--- config.mk ---
export PLATFORM = sky130hd
export DESIGN_NAME = seven_seg_scanner
export DESIGN_NICKNAME = d
export VERILOG_FILES = /design/src/rtl/riscv_display_pkg.sv /design/src/rtl/hex_to_seg.sv /design/src/rtl/seven_seg_scanner.sv
export SDC_FILE = /design/constraint.sdc
export NUM_CORES = 1
export LEC_CHECK = 0
export CELL_PAD_IN_SITES_DETAIL_PLACEMENT = 2
export CELL_PAD_IN_SITES_GLOBAL_PLACEMENT = 2
export CORE_MARGIN = 3
export CORE_UTILIZATION = 35
export DETAILED_ROUTE_END_ITERATION = 7
export PLACE_DENSITY_LB_ADDON = 0.1
export SLEW_MARGIN = 20
export SYNTH_ARGS = -nofsm -noshare
export SYNTH_HDL_FRONTEND = slang
export SYNTH_SLANG_ARGS = --single-unit
--- constraint.sdc ---
create_clock -name clk -period 6 [get_ports clk]
set_clock_uncertainty 0.15 [all_clocks]
set_input_delay 1.2 -clock clk [delete_from_list [all_inputs] [get_ports clk]]
set_output_delay 1.2 -clock clk [all_outputs]
set_load 0.01 [all_outputs]
--- src/rtl/riscv_display_pkg.sv ---
// Shared constants for the 7-segment display stage: blank patterns and the
// active-low hex glyph table (bit order {g,f,e,d,c,b,a}).
package riscv_display_pkg;

  localparam logic [6:0] SEG_OFF = 7'h7F;
  localparam logic [3:0] AN_OFF  = 4'hF;

  localparam logic [6:0] HEX_SEG [16] = '{
    7'b1000000, 7'b1111001, 7'b0100100, 7'b0110000,
    7'b0011001, 7'b0010010, 7'b0000010, 7'b1111000,
    7'b0000000, 7'b0010000, 7'b0001000, 7'b0000011,
    7'b1000110, 7'b0100001, 7'b0000110, 7'b0001110
  };

endpackage

--- src/rtl/hex_to_seg.sv ---
// Combinational nibble to active-low 7-segment glyph.
module hex_to_seg
  import riscv_display_pkg::*;
(
  input  logic [3:0] nib,
  output logic [6:0] seg
);

  assign seg = HEX_SEG[nib];

endmodule

--- src/rtl/seven_seg_scanner.sv ---
// 4-digit multiplexed 7-segment scanner: captures a 32-bit word, shows one
// 16-bit half as hex, one digit per refresh tick with a dark cycle between digits.
module seven_seg_scanner
  import riscv_display_pkg::*;
#(
  parameter int CLK_HZ        = 100_000_000,
  parameter int REFRESH_HZ    = 1_000,
  parameter bit BLANK_LEADING = 1'b1
) (
  input  logic        clk,
  input  logic        reset,
  input  logic [31:0] value,
  input  logic        value_valid,
  input  logic        half_sel,
  input  logic        enable,
  output logic [6:0]  seg,
  output logic [3:0]  an,
  output logic        digit_tick
);

  localparam int DIV = CLK_HZ / REFRESH_HZ;
  localparam int PW  = (DIV < 2) ? 1 : $clog2(DIV);

  generate
    if (DIV < 2) begin : g_div_check
      $error("seven_seg_scanner: CLK_HZ/REFRESH_HZ must be >= 2");
    end
  endgenerate

  logic [PW-1:0] prescaler;
  logic [1:0]    digit_idx;
  logic [31:0]   shadow;
  logic          tick;
  logic [15:0]   half;
  logic [3:0]    nib;
  logic [6:0]    seg_pat;
  logic [3:0]    an_lit;
  logic          blanked;

  assign tick   = (prescaler == PW'(DIV - 1));
  assign half   = half_sel ? shadow[31:16] : shadow[15:0];
  assign nib    = half[{digit_idx, 2'b00} +: 4];
  assign an_lit = ~(4'b0001 << digit_idx);

  // A digit is a leading zero only if it and every more-significant nibble are zero.
  always_comb begin
    blanked = 1'b0;
    if (BLANK_LEADING) begin
      case (digit_idx)
        2'd1:    blanked = (half[15:4]  == 12'h0);
        2'd2:    blanked = (half[15:8]  == 8'h0);
        2'd3:    blanked = (half[15:12] == 4'h0);
        default: blanked = 1'b0;
      endcase
    end
  end

  hex_to_seg u_hex_to_seg (
    .nib (nib),
    .seg (seg_pat)
  );

  always_ff @(posedge clk) begin
    if (reset) begin
      prescaler  <= '0;
      digit_idx  <= 2'd0;
      shadow     <= 32'h0;
      seg        <= SEG_OFF;
      an         <= AN_OFF;
      digit_tick <= 1'b0;
    end else begin
      prescaler  <= tick ? '0 : prescaler + 1'b1;
      digit_tick <= tick;
      if (tick)        digit_idx <= digit_idx + 2'd1;
      if (value_valid) shadow    <= value;
      // Dark on the advance cycle so the old glyph never lights the new anode.
      if (!enable || tick) begin
        an  <= AN_OFF;
        seg <= SEG_OFF;
      end else if (blanked) begin
        an  <= an_lit;
        seg <= SEG_OFF;
      end else begin
        an  <= an_lit;
        seg <= seg_pat;
      end
    end
  end

endmodule

After elaboration in Yosys (flattened, before gate mapping)
Memories as Yosys holds them, arrays and structs flattened. A register that Yosys moved wholly into a read port is not among the register bits.
Cells that the tools add are included.
{"block": "classes", "addsub": 2, "n_eq_ne": 4, "shift": 2, "n_mux": 2, "n_bitwise": 2, "reduce_logical": 8}
{"op": "$add 17x1->17 const B", "count": 1}
{"op": "$eq 17x17->1 const B", "count": 1}
{"op": "$mux 16", "count": 1}
{"op": "$shiftx 16x5->4", "count": 1}
{"op": "$logic_not 12->1", "count": 1}
{"op": "$logic_not 8->1", "count": 1}
{"op": "$not 4->5", "count": 1}
{"op": "$eq 2x2->1 const B", "count": 2}
{"op": "$logic_not 4->1", "count": 1}
{"op": "$not 4->4", "count": 1}
{"op": "$reduce_or 2->1", "count": 2}
{"op": "$shl 1x2->4 const A", "count": 1}
{"op": "$pmux 1 s3", "count": 1}
{"op": "$reduce_or 3->1", "count": 1}
{"op": "$add 2x1->2 const B", "count": 1}
{"op": "$eq 2x1->1 const B", "count": 1}
{"op": "$logic_not 1->1", "count": 1}
{"op": "$logic_or 1x1->1", "count": 1}
{"block": "word_totals", "reg_bits": 56, "rom_bits": 112, "output_inout_bits": 12, "word_cells": 26, "mem_count": 1}
{"memory": "(name not given)", "depth": 16, "word_bits": 7, "rd": 1, "rd_ports_with_merged_regs": 1, "wr": 0, "line_no": "hex_to_seg.sv:9", "rtl": "assign seg = HEX_SEG[nib];"}

Logic depth before layout (Yosys ltp)
{"block": "depth", "ltp_word": 4, "mapped_depth": 10, "mapped_depth_nobuf": 8}

Hierarchy
A second synthesis with hierarchy kept.
{"block": "unflattened", "hier_cells": 303, "area_unflattened_um2": 2987.9}
{"module": "seven_seg_scanner", "n_inst": 1, "cells_each": 270, "area_each_um2": 2718.9, "seq_area_each_um2": 1261.2}
{"module": "hex_to_seg", "n_inst": 1, "cells_each": 33, "area_each_um2": 269.0, "seq_area_each_um2": 0.0}

Worst setup path before layout
Ideal clock, no wire load.
{"block": "synth_path", "path_type": "input -> register", "startpoint": "input port half_sel", "endpoint": "register seg[3]", "setup_time_ps": 132, "arrival_ps": 3176, "t_required_ps": 5718, "path_slack_ps": 2542, "cell_stages": 9, "n_path_buf": 2, "cell_sequence": "buf_6 -> buf_2 -> mux4_2 -> mux2i_1 -> inv_1 -> ha_1 -> mux2_4 -> mux2i_1 -> nand2_1"}
{"block": "synth_via", "elab_chain_len": 4}
{"item": "start, declared", "line_no": "seven_seg_scanner.sv:14", "rtl": "input logic half_sel,"}
{"item": "$mux 16 (*)", "line_no": "seven_seg_scanner.sv:41", "rtl": "assign half = half_sel ? shadow[31:16] : shadow[15:0];"}
{"item": "$logic_not 12->1, or another cell as far along", "line_no": "seven_seg_scanner.sv:50", "rtl": "2'd1: blanked = (half[15:4] == 12'h0);"}
{"item": "$pmux 1 s3", "line_no": "seven_seg_scanner.sv:49", "rtl": "case (digit_idx)"}
{"item": "$reduce_or 3->1 (no source line)"}
{"item": "end, declared", "line_no": "seven_seg_scanner.sv:16", "rtl": "output logic [6:0] seg,"}
Every way passes the cells marked *; elsewhere a longest branch is shown, timed or not.
A chain may end at the register's enable or synchronous reset.

Worst setup path after layout
Ends and elaborated chain as after synthesis.

==> flow_metrics.tcl <==
set metrics [dict create \
    layout.cells.most_common "dfxtp_1" \
    die_y_um 96.9 \
    syn2layout_area_growth_pct 26.4 \
    die_w_um 96.9 \
    fin_tns_setup_ns 0 \
    drt_iter0_drc 53 \
    power.density_nw_per_um2 269 \
    crit_fanout 17 \
    overflow 0 \
    ios 49 \
    max_stage_delay_ns 1.00 \
    antenna_found_initial 0 \
    cts_tree "yes" \
    finalNonFillerCells 448 \
    fin_nets 390 \
    htreeDepth 3 \
    nFillCells 850 \
    grt_pass1_wl_um 13000 \
    worst_pin_slew_ns 0.965 \
    clock_sinks 63 \
    ctsResizeCount 0 \
    cts_root_buf "clkbuf_8" \
    synth-warning-count 0 \
    min_path_type "reg -> reg" \
    port_buffers 48 \
    syn_nets 344 \
    wl_um 7850 \
    path_cells "clkdlybuf4s50_1 -> mux4_2 -> mux2i_1 -> inv_1 -> ha_1 -> mux2_4 -> mux2i_1 -> nand2_1" \
    cp.required_ns 6.07 \
    grtUsageTotal_pct 17.3 \
    ant_nets 0 \
    cts-hold-fix-buffers 0 \
    drive_above_1_share_pct 8.09 \
    grt_pass1_vias 2495 \
    cp_slowest_cell "clkdlybuf4s50_1" \
    cts-buffers-inserted 9 \
    outcome "complete, no violations" \
    clkTransAtPathRegs_ns 0.08 \
    synth_cells 295 \
    ys_types 37 \
    ir_drop_v 0.000111 \
    place_inst 432 \
    yosys_register_bits 63 \
    globalplace.congestion 0.775 \
    coreArea_um2 7890 \
    antennaDiodeCount 0 \
    crit_path_start_kind "input pin" \
    drc 0 \
    avgSynthCellArea_um2 9.80 \
    via_per_inst 5.18 \
    postCtsSetupRepairBufs 0 \
    fmax_ghz 0.238 \
    path_class "in -> reg" \
    design_power_total_mw 0.982 \
    finalSetupViolCount 0 \
    static-leakage-power_nw 1.48 \
    rsz0062_at_grt "false" \
    fin_crit_sh_pct 70.2 \
    cpMostUsedCell "mux2i_1" \
    drv_slew 0 \
    finalHoldViolCount 0 \
    cp_top_family "multiplexers" \
    first_pass_iters 4 \
    num_rows 32 \
    clk_path_buf_depth 2 \
    maxCapViolCount 0 \
    clk_latency_ns 0.35 \
    dieArea_um2 9390 \
    grt_max_degree 39 \
    post_drt_wl_per_cell_um 17.5 \
    vias 2321 \
    crit_arrival_ns 4.28 \
    relSlewSlack_pct 35.7 \
    synth-seq-area-share_pct 43.6 \
    synthArstFlopShare_pct 0 \
    cp.buffers_inverters 2 \
    most-common-layout-cells "dfxtp_1 (63), nor2_1 (53), clkdlybuf4s50_1 (47)" \
    layout_min_cycle_time_ns 4.21 \
    place_hpwl_um 5530 \
    end_kind "flip-flop" \
    netlist_area_um2 2890 \
    initial_utilization_pct 36.7 \
    ys.flop_type "dfxtp_1" \
    synth-edff-count 0 \
]
per-stage QoR:
step | cell area (um2) | setup slack [ns] | util (%) | hold slack [ns]
3_3_place_gp | 3430 | 1.60 | 43.5 | 0.323
3_5_place_dp | 3430 | 1.49 | 43.5 | 0.342
6_report | 3650 | 1.79 | 46.3 | 0.351
2_1_floorplan | 2890 | 2.54 | - | 0.303
4_1_cts | 3650 | 1.80 | 46.3 | 0.358
5_1_grt | 3650 | 1.68 | 46.3 | 0.386
layer usage:
layer / up-vias / wire, um / track usage [%]
met1: 1154 / 3500 / 20.3
met2: 46 / 4020 / 30.5
met3: 4 / 267 / 5.19
li1: 1117 / - / -
met5: - / 0 / 0
met4: 0 / 65 / 4.86
power by group:
group	total, mW	switching (mW)	internal [mW]
registers	0.451	0.0142	0.436
logic	0.114	0.0528	0.0610
clock network	0.418	0.172	0.245
total	0.982	0.239	0.743
cell families after synthesis:
family | Yosys count | synth area share (%)
AOI/OAI and AO/OA | 25 | 5.58
xor gates and xnor gates | 11 | 3.33
adders and majority gates | 12 | 5.19
buffers and inverters | 25 | 3.89
DFF | 63 | 43.6
muxes | 51 | 21.2
and+or+nand+nor | 108 | 17.2
path summary, 6_finish.rpt:
| check | start | end | slack [ns] | cells after the start |
|---|---|---|---|---|
| min reg2reg | shadow[18]$_SDFFE_PP0P_ | shadow[18]$_SDFFE_PP0P_ | 0.35 | 2 |
| max | half_sel | seg[3]$_SDFF_PP1_ | 1.79 | 8 |
| max reg2reg | digit_idx[0]$_SDFFE_PP0P_ | seg[3]$_SDFF_PP1_ | 3.12 | 7 |
| min | shadow[18]$_SDFFE_PP0P_ | shadow[18]$_SDFFE_PP0P_ | 0.35 | 2 |
registers in the layout, summed over array words and instances (netlist names):
name	cells
shadow	32
prescaler	17
seg	7
an	4
digit_idx	2
digit_tick	1
final cells by class:
type | count | area [um2] | share of cell area [%]
multi-input combinational | 207 | 1520 | 41.5
sequential | 63 | 1260 | 34.5
timing repair buffer | 49 | 483 | 13.2
clock buffer | 11 | 141 | 3.87
tap | 102 | 128 | 3.49
clock inverter | 5 | 81.3 | 2.23
inverter | 11 | 41.3 | 1.13
cells in the mapped netlist (2+ instances only):
master,number,area share [%]
nand2_1,17,2.2
xnor2_1,4,1.2
xor2_1,7,2.1
o211ai_1,2,0.52
inv_1,11,1.4
nor4_1,2,0.43
buf_2,3,0.52
and4_1,2,0.61
mux4_2,6,4.7
nor4bb_1,2,0.69
o21ai_0,8,1.4
a211o_1,2,0.61
clkbuf_1,6,0.78
o41ai_1,2,0.61
nand3_1,11,1.9
ha_1,12,5.2
mux2_4,2,1.0
buf_1,3,0.39
mux2i_1,42,15
dfxtp_1,63,44
buf_6,2,0.78
nand4_1,6,1.3
a21oi_1,6,1.0
nor2_1,53,6.9
or3_1,5,1.1
nor3_1,5,0.87
worst reg2reg max path, cell delays in order, from the launching register on:
cell     delay (ns)
dfxtp_1        0.60
mux4_2         0.56
mux2i_1        0.53
inv_1          0.15
ha_1           0.28
mux2_4         0.28
mux2i_1        0.14
nand2_1        0.07
(Power assumes the default switching activity.)
